==> src/rtl/fifo_uart_tx.sv <==
// fifo_uart_tx: pops one word per frame from an upstream FIFO and sends it LSB first.
// Build option: define UART_TX_PARITY_EN to add an even-parity bit before the stop bit.
module fifo_uart_tx #(
   parameter int BIT_DEPTH    = 8,
   parameter int CLKS_PER_BIT = 868
) (
   input  logic                 clk,
   input  logic                 rst,
   input  logic                 fifo_empty,
   output logic                 enable_read,
   input  logic [BIT_DEPTH-1:0] value_to_read,
   output logic                 tx,
   output logic                 busy
);

   localparam int CW = (CLKS_PER_BIT > 1) ? $clog2(CLKS_PER_BIT) : 1;
   localparam int IW = (BIT_DEPTH > 1) ? $clog2(BIT_DEPTH) : 1;
   localparam logic [CW-1:0] CNT_LAST = CW'(CLKS_PER_BIT - 1);
   localparam logic [IW-1:0] IDX_LAST = IW'(BIT_DEPTH - 1);

`ifdef UART_TX_PARITY_EN
   typedef enum logic [2:0] {
      IDLE, FETCH, LOAD, START, DATA, PARITY, STOP
   } state_t;
`else
   typedef enum logic [2:0] {
      IDLE, FETCH, LOAD, START, DATA, STOP
   } state_t;
`endif

   state_t               state, state_n;
   logic [CW-1:0]        cnt, cnt_n;
   logic [IW-1:0]        idx, idx_n;
   logic [BIT_DEPTH-1:0] shreg, shreg_n;
   logic                 tx_n;
   logic                 bit_end;

   assign bit_end     = (cnt == CNT_LAST);
   assign enable_read = (state == FETCH);
   assign busy        = (state != IDLE);

   // Next-state, counters and the tx value that the next state will present.
   always_comb begin
      state_n = state;
      cnt_n   = cnt;
      idx_n   = idx;
      shreg_n = shreg;
      unique case (state)
         IDLE: begin
            if (!fifo_empty) state_n = FETCH;
         end
         FETCH: begin
            state_n = LOAD;
         end
         LOAD: begin
            shreg_n = value_to_read;
            cnt_n   = '0;
            idx_n   = '0;
            state_n = START;
         end
         START: begin
            cnt_n = bit_end ? '0 : cnt + 1'b1;
            if (bit_end) state_n = DATA;
         end
         DATA: begin
            cnt_n = bit_end ? '0 : cnt + 1'b1;
            if (bit_end) begin
               if (idx == IDX_LAST) begin
                  idx_n = '0;
`ifdef UART_TX_PARITY_EN
                  state_n = PARITY;
`else
                  state_n = STOP;
`endif
               end else begin
                  idx_n = idx + 1'b1;
               end
            end
         end
`ifdef UART_TX_PARITY_EN
         PARITY: begin
            cnt_n = bit_end ? '0 : cnt + 1'b1;
            if (bit_end) state_n = STOP;
         end
`endif
         STOP: begin
            cnt_n = bit_end ? '0 : cnt + 1'b1;
            if (bit_end) state_n = IDLE;
         end
         default: begin
            state_n = IDLE;
         end
      endcase

      tx_n = 1'b1;
      unique case (state_n)
         START:   tx_n = 1'b0;
         DATA:    tx_n = shreg_n[idx_n];
`ifdef UART_TX_PARITY_EN
         PARITY:  tx_n = ^shreg_n;
`endif
         default: tx_n = 1'b1;
      endcase
   end

   // State, datapath and registered serial output.
   always_ff @(posedge clk) begin
      if (rst) begin
         state <= IDLE;
         cnt   <= '0;
         idx   <= '0;
         shreg <= '0;
         tx    <= 1'b1;
      end else begin
         state <= state_n;
         cnt   <= cnt_n;
         idx   <= idx_n;
         shreg <= shreg_n;
         tx    <= tx_n;
      end
   end

endmodule

==> config.mk <==
export PLATFORM = sky130hd
export DESIGN_NAME = fifo_uart_tx
export DESIGN_NICKNAME = d
export VERILOG_FILES = /design/src/rtl/fifo_uart_tx.sv
export SDC_FILE = /design/constraint.sdc
export NUM_CORES = 1
export LEC_CHECK = 0
export CORE_MARGIN = 2
export CORE_UTILIZATION = 50
export CTS_CLUSTER_DIAMETER = 40
export DETAILED_ROUTE_END_ITERATION = 12
export PLACE_DENSITY = 0.71
export SLEW_MARGIN = 20
export SYNTH_ARGS = -nofsm -noshare
export SYNTH_HDL_FRONTEND = slang
export SYNTH_SLANG_ARGS = --single-unit
export TNS_END_PERCENT = 1
==> constraint.sdc <==
create_clock -name clk -period 2 [get_ports clk]
set_clock_uncertainty 0.05 [all_clocks]
set_input_delay 0.4 -clock clk [delete_from_list [all_inputs] [get_ports clk]]
set_output_delay 0.4 -clock clk [all_outputs]
set_load 0.005 [all_outputs]
==> reports/results.txt, run 1 <==
For this design, the sink count on the clock tree is 25. The commonest cells after synthesis are sky130_fd_sc_hd__dfxtp_1, sky130_fd_sc_hd__nor2_1, sky130_fd_sc_hd__a21oi_1, sky130_fd_sc_hd__mux2i_1. Setup repair after global routing could not meet its margin everywhere.

For the setup slack of the critical path after layout, the log shows -186 ps. Adding up every negative setup slack in the final design gives -186 ps. The number of antenna violations at the first check in global routing was 0; the I/O pin total was 14. The run gives 1295 as the via count of the first global-routing pass.

Most repeated library cell on the critical path: sky130_fd_sc_hd__ha_2. The die footprint is 3270 um^2, and the filler cell count in the final layout is 200. For this run, the share of the core covered by cells in the final layout is 71.8%. For this design the ratio of total power to cell area is 495 nW/um^2.

The via count normalized by instance count is 5.55. For the number of violations of the max-capacitance limit, the log shows 0. The synthesized netlist contains 52 unique library cells. Walking the worst path, the cells encountered are ha_2 > ha_2 > nor4bb_1 > and4_2 > a21o_4 > a211oi_1 > or4_1 > o211a_1. The critical path contains buffers and inverters numbering 0 combined. The analysis attributes to net switching a power of 0.000257 W. In this run the critical register-to-register path is captured at tx. The final net count is 213. The sequential cell fraction of total power came out at 54.5%.

Height of the die: 57.2 um. For this run, the register share of the synthesized area comes to 35.4%. The count of flip-flops with a built-in enable after synthesis is 0, and the count of input and output buffers is 13. The transition time of the tightest slew-check pin is 398 ps. The tools report the peak clock frequency supported by timing as 457 MHz. By area the synthesized netlist is led by sky130_fd_sc_hd__dfxtp_1, sky130_fd_sc_hd__mux2i_1, sky130_fd_sc_hd__nor2_1. For this design, the slowest cell found on the critical path is sky130_fd_sc_hd__or4_1. For the post-synthesis cell count, the log shows 147. The length in cells of the worst reg-to-reg path is 8.

After clock tree synthesis, the clock-pin slew on the worst setup and hold paths is 140 ps. The worst IR drop on VDD came out at 0.374 mV. In this run the remaining antenna-violating nets after routing total 0.

The path class of the tightest hold or removal check is register to register. Hold timing on the final database bottoms out at a slack of 516 ps. The worst register-to-register path begins at idx[0]. In the finished design, the share of the clock period the worst path needs comes to 109%. Cell family with the largest share of critical-path delay: simple AND/OR/NAND/NOR gates. The total DRC errors in the routed layout came out at 0. The logs give 4 for the number of detailed-routing iterations run before antenna repair and 0 for the count of hold buffers inserted by post-cts repair. The largest single stage delay on the critical path is 500 ps. Along the worst path, the maximum fanout reaches 5. The total number of vias is 1271, and the worst-skew pair later-pin latency is 330 ps.

The number of nets handed over by synthesis was 161. Combinational logic is responsible for 20.5% of the overall power. The tools report the total congestion overflow after global routing as 0.

The post-DP HPWL is 2480 um, and the share of layout cells above drive strength 1 is 38.9%. For the leakage power total, the log shows 0.826 nW. Internal power comes to 0.000707 W. In this run the cell area of the synthesized design comes to 1410 um^2. For this run, the leading register cell type out of synthesis is sky130_fd_sc_hd__dfxtp_1.

Per report_power, the clock group accounts for 25.0% of the total. After detailed placement, the design holds a cell count of 224. The row count came out at 19.

The cell accounting for the most synthesized area was sky130_fd_sc_hd__dfxtp_1. STA classifies the critical path startpoint as a register. The number of clock buffers added by TritonCTS is 3.

Measured against its own limit, the worst slew margin works out to 73.4%. In this run the clock root is driven by a sky130_fd_sc_hd__clkbuf_4. Data on the critical path is required at its endpoint by 2190 ps. The tools report the kind of end point of the critical path as a register. The switching part of the total was 26.7%.

The first global-routing pass estimated 5530 um of wire. Overall power consumption after layout is estimated at 0.000964 W. Count of endpoints failing setup in the final report: 1. The pin count of the biggest net entering global routing was 16; the horizontal die dimension was 57.2 um. Counting along the longest clock path gives a buffer depth of 2. The level count of the clock H-tree is 1, and the minimum period implied by the final worst setup slack is 2190 ps. The area growth from synthesis to layout was 37.7%.

The logic depth of the worst path, buffers included came out at 8. Violation count after the first detailed-routing iteration: 32. The average instance area after synthesis is 9.62 um^2, and the core area is 2710 um^2.

Total count of hold-check failures in the final report: 0. The flow ran to the end, but the final reports show violations. The logs give 0 for the max-slew violation total from the final report and 3170 um for the sum of routed wire length over all layers. 0 antenna diodes ended up in the layout. For the worst setup path, the data arrival time is 2380 ps.

In this run the register-to-register setup slack is -190 ps. Yosys printed 0 warnings. Routability-driven placement finished with a final weighted congestion of 0.838.

Critical path start-end classification: register to register. In the post-synthesis netlist, the cell with the most instances is sky130_fd_sc_hd__dfxtp_1. The critical path starts at idx[0]. Leaving out filler cells and counting taps, the final layout contains 229. TritonCTS built the clock tree. In the final routed layout, each cell accounts on average for 13.9 um. The destination of the critical timing path is tx. The share of synthesized registers carrying an async set or reset was 0%; the area share of the largest cell type after synthesis was 35.4%.

Synthesis inferred 25 register bits. The checks that failed: setup timing. In the global route stage, overall resource usage came out at 21.4%. For the starting utilization of the core area, the log shows 52.2%.
-- area by class of cell --
type	instances	area (um^2)	area share, %
timing repair buffer	54	447	22.9
sequential	25	509	26.2
multi-input combinational	114	918	47.2
clock inverter	1	7.51	0.386
inverter	1	3.75	0.193
clock buffer	3	22.5	1.16
tap	31	38.8	1.99
-- metal layers --
| layer | up-vias | wire length (um) | GRT usage (%) |
|---|---|---|---|
| met2 | 19 | 1630 | 40.1 |
| met3 | 5 | 111 | 3.40 |
| met1 | 602 | 1390 | 24.6 |
| li1 | 645 | - | - |
| met4 | 0 | 41 | 6.98 |
| met5 | - | 0 | 0 |
-- worst min-delay path, stage by stage, from the launching register on --
cell and delay (ps):
sky130_fd_sc_hd__dfxtp_1 380, sky130_fd_sc_hd__o21ai_0 90, sky130_fd_sc_hd__a21oi_1 60
-- layout by cell type (no fill, tap or decap), types with 3 or more instances in the layout --
cell type and instances:
sky130_fd_sc_hd__mux2_2 3, sky130_fd_sc_hd__mux2i_1 8, sky130_fd_sc_hd__and2_1 6, sky130_fd_sc_hd__clkbuf_4 3
sky130_fd_sc_hd__buf_4 40, sky130_fd_sc_hd__nand3b_1 3, sky130_fd_sc_hd__nand2_1 4, sky130_fd_sc_hd__a21oi_1 8
sky130_fd_sc_hd__o21ai_0 3, sky130_fd_sc_hd__nor2b_1 5, sky130_fd_sc_hd__nor2_1 20, sky130_fd_sc_hd__clkdlybuf4s50_1 11
sky130_fd_sc_hd__a211oi_1 4, sky130_fd_sc_hd__dfxtp_1 20, sky130_fd_sc_hd__dfxtp_2 4
-- power groups by stage --
stage | registers [W] | logic, W | clock network, W
6_report | 0.000526 | 0.000198 | 0.000241
5_1_grt | 0.000528 | 0.000216 | 0.000265
4_1_cts | 0.000527 | 0.000198 | 0.000250
3_5_place_dp | 0.000537 | 0.000193 | 0
3_3_place_gp | 0.000536 | 0.000190 | 0
2_1_floorplan | 0.000532 | 0.000110 | 0
-- through the flow --
step	setup slack, ps	instance area, um^2
detailed placement	-170	1880
global route	-317	1950
finish	-186	1950
floorplan	-82.2	1470
CTS	-174	1930
global placement	-127	1880
-- state kept, by name (all words and copies together), names as in the netlist --
signal	flops
idx	3
cnt	10
state	3
shreg	8
tx	1
-- what timing repair did --
action | CTS | global route
pin swaps | 0 | 2
gates cloned | 0 | 0
buffers inserted | 1 | 0
resized for setup | 7 | 5
endpoints found under the setup margin | 7 | 10
-- worst min-delay path by stage --
stage | start | endpoint | slack [ps] | cells after the start
after floorplan | cnt[9] | cnt[9] | 390 | 1
after global placement | cnt[2] | cnt[2] | 470 | 2
after detailed placement | cnt[2] | cnt[2] | 500 | 2
after CTS | cnt[2] | cnt[2] | 520 | 2
after global routing | cnt[2] | cnt[2] | 560 | 2
final | cnt[2] | cnt[2] | 520 | 2
-- cells by family after synthesis --
logic type      after synthesis  share of synthesized area [%]
simple gates                 63                           28.4
compound gates               33                           17.7
flops                        25                           35.4
mux                          14                           11.2
buf+inv                       8                           4.07
fa+ha+maj                     3                           2.66
xor+xnor                      1                          0.620
Note: power is estimated with default switching activity, not from simulation.
==> inputs of run 2 (changes only) <==
--- a/config.mk
+++ b/config.mk
@@ -5,11 +5,13 @@
 export SDC_FILE = /design/constraint.sdc
 export NUM_CORES = 1
 export LEC_CHECK = 0
+export ABC_CLOCK_PERIOD_IN_PS = 2000
 export CORE_MARGIN = 2
 export CORE_UTILIZATION = 50
 export CTS_CLUSTER_DIAMETER = 40
+export CTS_CLUSTER_SIZE = 40
 export DETAILED_ROUTE_END_ITERATION = 12
-export PLACE_DENSITY = 0.71
+export PLACE_DENSITY = 0.75
 export SLEW_MARGIN = 20
 export SYNTH_ARGS = -nofsm -noshare
 export SYNTH_HDL_FRONTEND = slang
==> run 2 against run 1 <==
Effect of this change:
- the flow still finishes with violations (setup timing)
- total power decreased by 0.96%
- routed wire length increased by 0.88%
- sequential power about the same
- global-route usage decreased by 0.10 points
- worst setup slack got worse by 44 ps
- largest cell class unchanged
==> reports/results.txt, run 2 (synthesized netlist as in run 1, its figures left out) <==
The cell family with the largest share of critical-path delay was simple AND/OR/NAND/NOR gates (unchanged). Register containing the most flip-flops in the final layout: cnt (unchanged). Kind of end point of the critical path: a register (unchanged).

The startpoint type of the worst setup path is a register (unchanged). The tools report the internal portion of total power as 0.000705 W (was 0.000707 W). The most repeated library cell on the critical path was sky130_fd_sc_hd__ha_2 (unchanged).

Failing checks: setup timing (unchanged). The most common cell after layout, fill and taps aside was sky130_fd_sc_hd__buf_4 (unchanged). The tools report the worst path arrival time as 2430 ps (was 2380 ps).

Sum of routed wire length over all layers: 3200 um (was 3170 um). The flow ran to the end, but the final reports show violations. The class of the worst hold path was register to register (unchanged).

The cell chosen for the clock root was sky130_fd_sc_hd__clkbuf_4 (unchanged). The logs give -230 ps (was -186 ps) for the setup slack of the critical path after layout and 330 ps (about the same) for the worst-skew pair later-pin latency. The logs give 0.763 nW (was 0.826 nW) for the leakage power total and 2420 um (was 2480 um) for the post-DP HPWL. Core area: 2710 um^2 (unchanged). Final net count: 207 (was 213). Level count of the clock H-tree: 1 (unchanged). For the number of antenna violations at the first check in global routing, the log shows 0 (unchanged). Setup repair after global routing could not meet its margin everywhere.

The share of the cycle needed by the critical path after routing was 112% (was 109%); the final total power was 0.000955 W (was 0.000964 W). The switching part of the total is 26.1% (was 26.7%). The tools report the count of endpoints failing setup in the final report as 3 (was 1). The height of the die came out at 57.2 um (unchanged). The total inserted antenna cells was 0 (unchanged). CP Cell Sequence: ha_2 > ha_2 > nor4bb_1 > and4_2 > a21o_4 > a211oi_1 > or4_1 > o211a_1 (unchanged). The standard cell with the maximum stage delay on the critical path is sky130_fd_sc_hd__or4_1 (unchanged). I/O pin total: 14 (unchanged).

The horizontal die dimension is 57.2 um (unchanged). The critical path buffer and inverter count was 0 (unchanged); the die footprint was 3270 um^2 (unchanged). The run gives 1275 (was 1295) as the via count of the first global-routing pass. The largest incremental delay on the critical path is 500 ps (about the same). TritonCTS built the clock tree. The starting utilization of the core area is 52.2% (unchanged). The relative slew slack was 75.1% (was 73.4%). For the relative contribution of the clock network to total power, the log shows 24.8% (was 25.0%).

Minimum period implied by the final worst setup slack: 2230 ps (was 2190 ps). The pin count of the biggest net entering global routing was 14 (was 16); the number of flip-flops in the largest register was 10 (unchanged). The clock slew at the register clock pins of the worst setup and hold paths is 140 ps (about the same), and the count of hold buffers inserted by post-cts repair is 0 (unchanged). Startpoint of the most critical register-to-register path: idx[0] (unchanged). The run gives 0 (unchanged) as the total congestion overflow after global routing. The critical path start-end classification was register to register (unchanged).

The max-slew violation total from the final report is 0 (unchanged), and the net switching power is 0.000250 W (was 0.000257 W). The TritonCTS buffer count was 3 (unchanged); the power density normalized to cell area was 504 nW/um^2 (was 495 nW/um^2). The total global routing track utilization was 21.3% (was 21.4%); the transition time of the tightest slew-check pin was 373 ps (was 398 ps).

The start point of the worst hold path is shreg[5] (was cnt[2]). Number of violations of the max-capacitance limit: 0 (unchanged). The logs give 216 (was 200) for the filler cell count in the final layout and 25 (unchanged) for the number of sinks driven by the clock tree. The total number of vias came out at 1262 (was 1271). The violation count after the first detailed-routing iteration is 49 (was 32). The proportion of power drawn by combinational gates was 20.1% (was 20.5%).

The logs give 2 (unchanged) for the number of buffers between clock root and the deepest sink and 5550 um (was 5530 um) for the global-route wire length before repair. The tools report the row count as 19 (unchanged). The routed length per placed instance was 14.4 um (was 13.9 um).

Commonest non-fill, non-tap cells in the layout: sky130_fd_sc_hd__buf_4, sky130_fd_sc_hd__nor2_1, sky130_fd_sc_hd__dfxtp_1 (unchanged). Biggest registers after layout: cnt (10), shreg (8) (unchanged). Count of input and output buffers: 13 (unchanged). For the worst slack after detailed placement, the log shows -214 ps (was -170 ps). The routability congestion estimate from global placement is 0.786 (was 0.838), and the maximum fanout count along the critical path is 5 (unchanged).

The run gives 4 (unchanged) as the number of detailed-routing iterations run before antenna repair. The peak clock frequency supported by timing came out at 448 MHz (was 457 MHz). The tools report the startpoint of the worst setup timing path as idx[0] (unchanged).

The total DRC errors in the routed layout was 0 (unchanged); the via count normalized by instance count was 5.66 (was 5.55). The tools report the sequential cell fraction of total power as 55.1% (was 54.5%). For the total count of hold-check failures in the final report, the log shows 0 (unchanged). The remaining antenna violation count after routing was 0 (unchanged). The worst IR drop on VDD was 0.438 mV (was 0.374 mV); the area growth from synthesis to layout was 34.0% (was 37.7%). The share of layout cells above drive strength 1 was 36.5% (was 38.9%); the required time of the critical path was 2200 ps (was 2190 ps).
run 2: metrics by stage:
| stage | instance area [um^2] | util (%) | setup TNS [ps] | hold slack (ps) | instances |
|---|---|---|---|---|---|
| 2_1_floorplan | 1470 | - | -82.2 | 393 | 147 |
| 3_3_place_gp | 1830 | 67.5 | -143 | 436 | 217 |
| 3_5_place_dp | 1830 | 67.5 | -214 | 447 | 217 |
| 4_1_cts | 1880 | 69.3 | -438 | 478 | 223 |
| 5_1_grt | 1890 | 69.9 | -848 | 546 | 223 |
| 6_report | 1890 | 69.9 | -432 | 471 | 223 |
run 2: area by class of cell:
| class | instances | area [um^2] | area share [%] |
|---|---|---|---|
| multi-input combinational | 114 | 926 | 48.9 |
| sequential | 25 | 507 | 26.8 |
| timing repair buffer | 48 | 393 | 20.7 |
| tap | 31 | 38.8 | 2.05 |
| clock buffer | 4 | 26.3 | 1.39 |
| inverter | 1 | 3.75 | 0.198 |
run 2: final timing paths:
kind,end,slack (ps),cells past startpoint
max,tx,-230,8
min,shreg[5],470,2
max reg2reg,tx,-230,8
min reg2reg,shreg[5],470,2
run 2: routing by layer:
| layer | global-route usage [%] | vias up | wire length, um |
|---|---|---|---|
| met4 | 10.3 | 0 | 61 |
| met1 | 26.5 | 598 | 1430 |
| met3 | 2.04 | 9 | 86 |
| met5 | 0 | - | 0 |
| met2 | 36.8 | 25 | 1620 |
| li1 | - | 630 | - |
run 2: power groups by stage:
stage / Sequential [W] / Combinational (W) / Clock, W
final: 0.000526 / 0.000192 / 0.000237
after global routing: 0.000529 / 0.000208 / 0.000260
after CTS: 0.000526 / 0.000191 / 0.000244
after detailed placement: 0.000537 / 0.000189 / 0
after global placement: 0.000536 / 0.000185 / 0
after floorplan: 0.000532 / 0.000110 / 0
run 2: repair_timing:
item / CTS / global route
cloned: 0 / 0
setup endpoints to repair: 4 / 8
resized for setup: 4 / 5
pin swaps: 0 / 0
setup buffers: 2 / 0
run 2: worst register-to-register path, cell delays in order, from the launching register on:
cell and delay, ps:
sky130_fd_sc_hd__dfxtp_1 340, sky130_fd_sc_hd__ha_2 180, sky130_fd_sc_hd__ha_2 170, sky130_fd_sc_hd__nor4bb_1 280, sky130_fd_sc_hd__and4_2 320, sky130_fd_sc_hd__a21o_4 120
sky130_fd_sc_hd__a211oi_1 70, sky130_fd_sc_hd__or4_1 500, sky130_fd_sc_hd__o211a_1 120
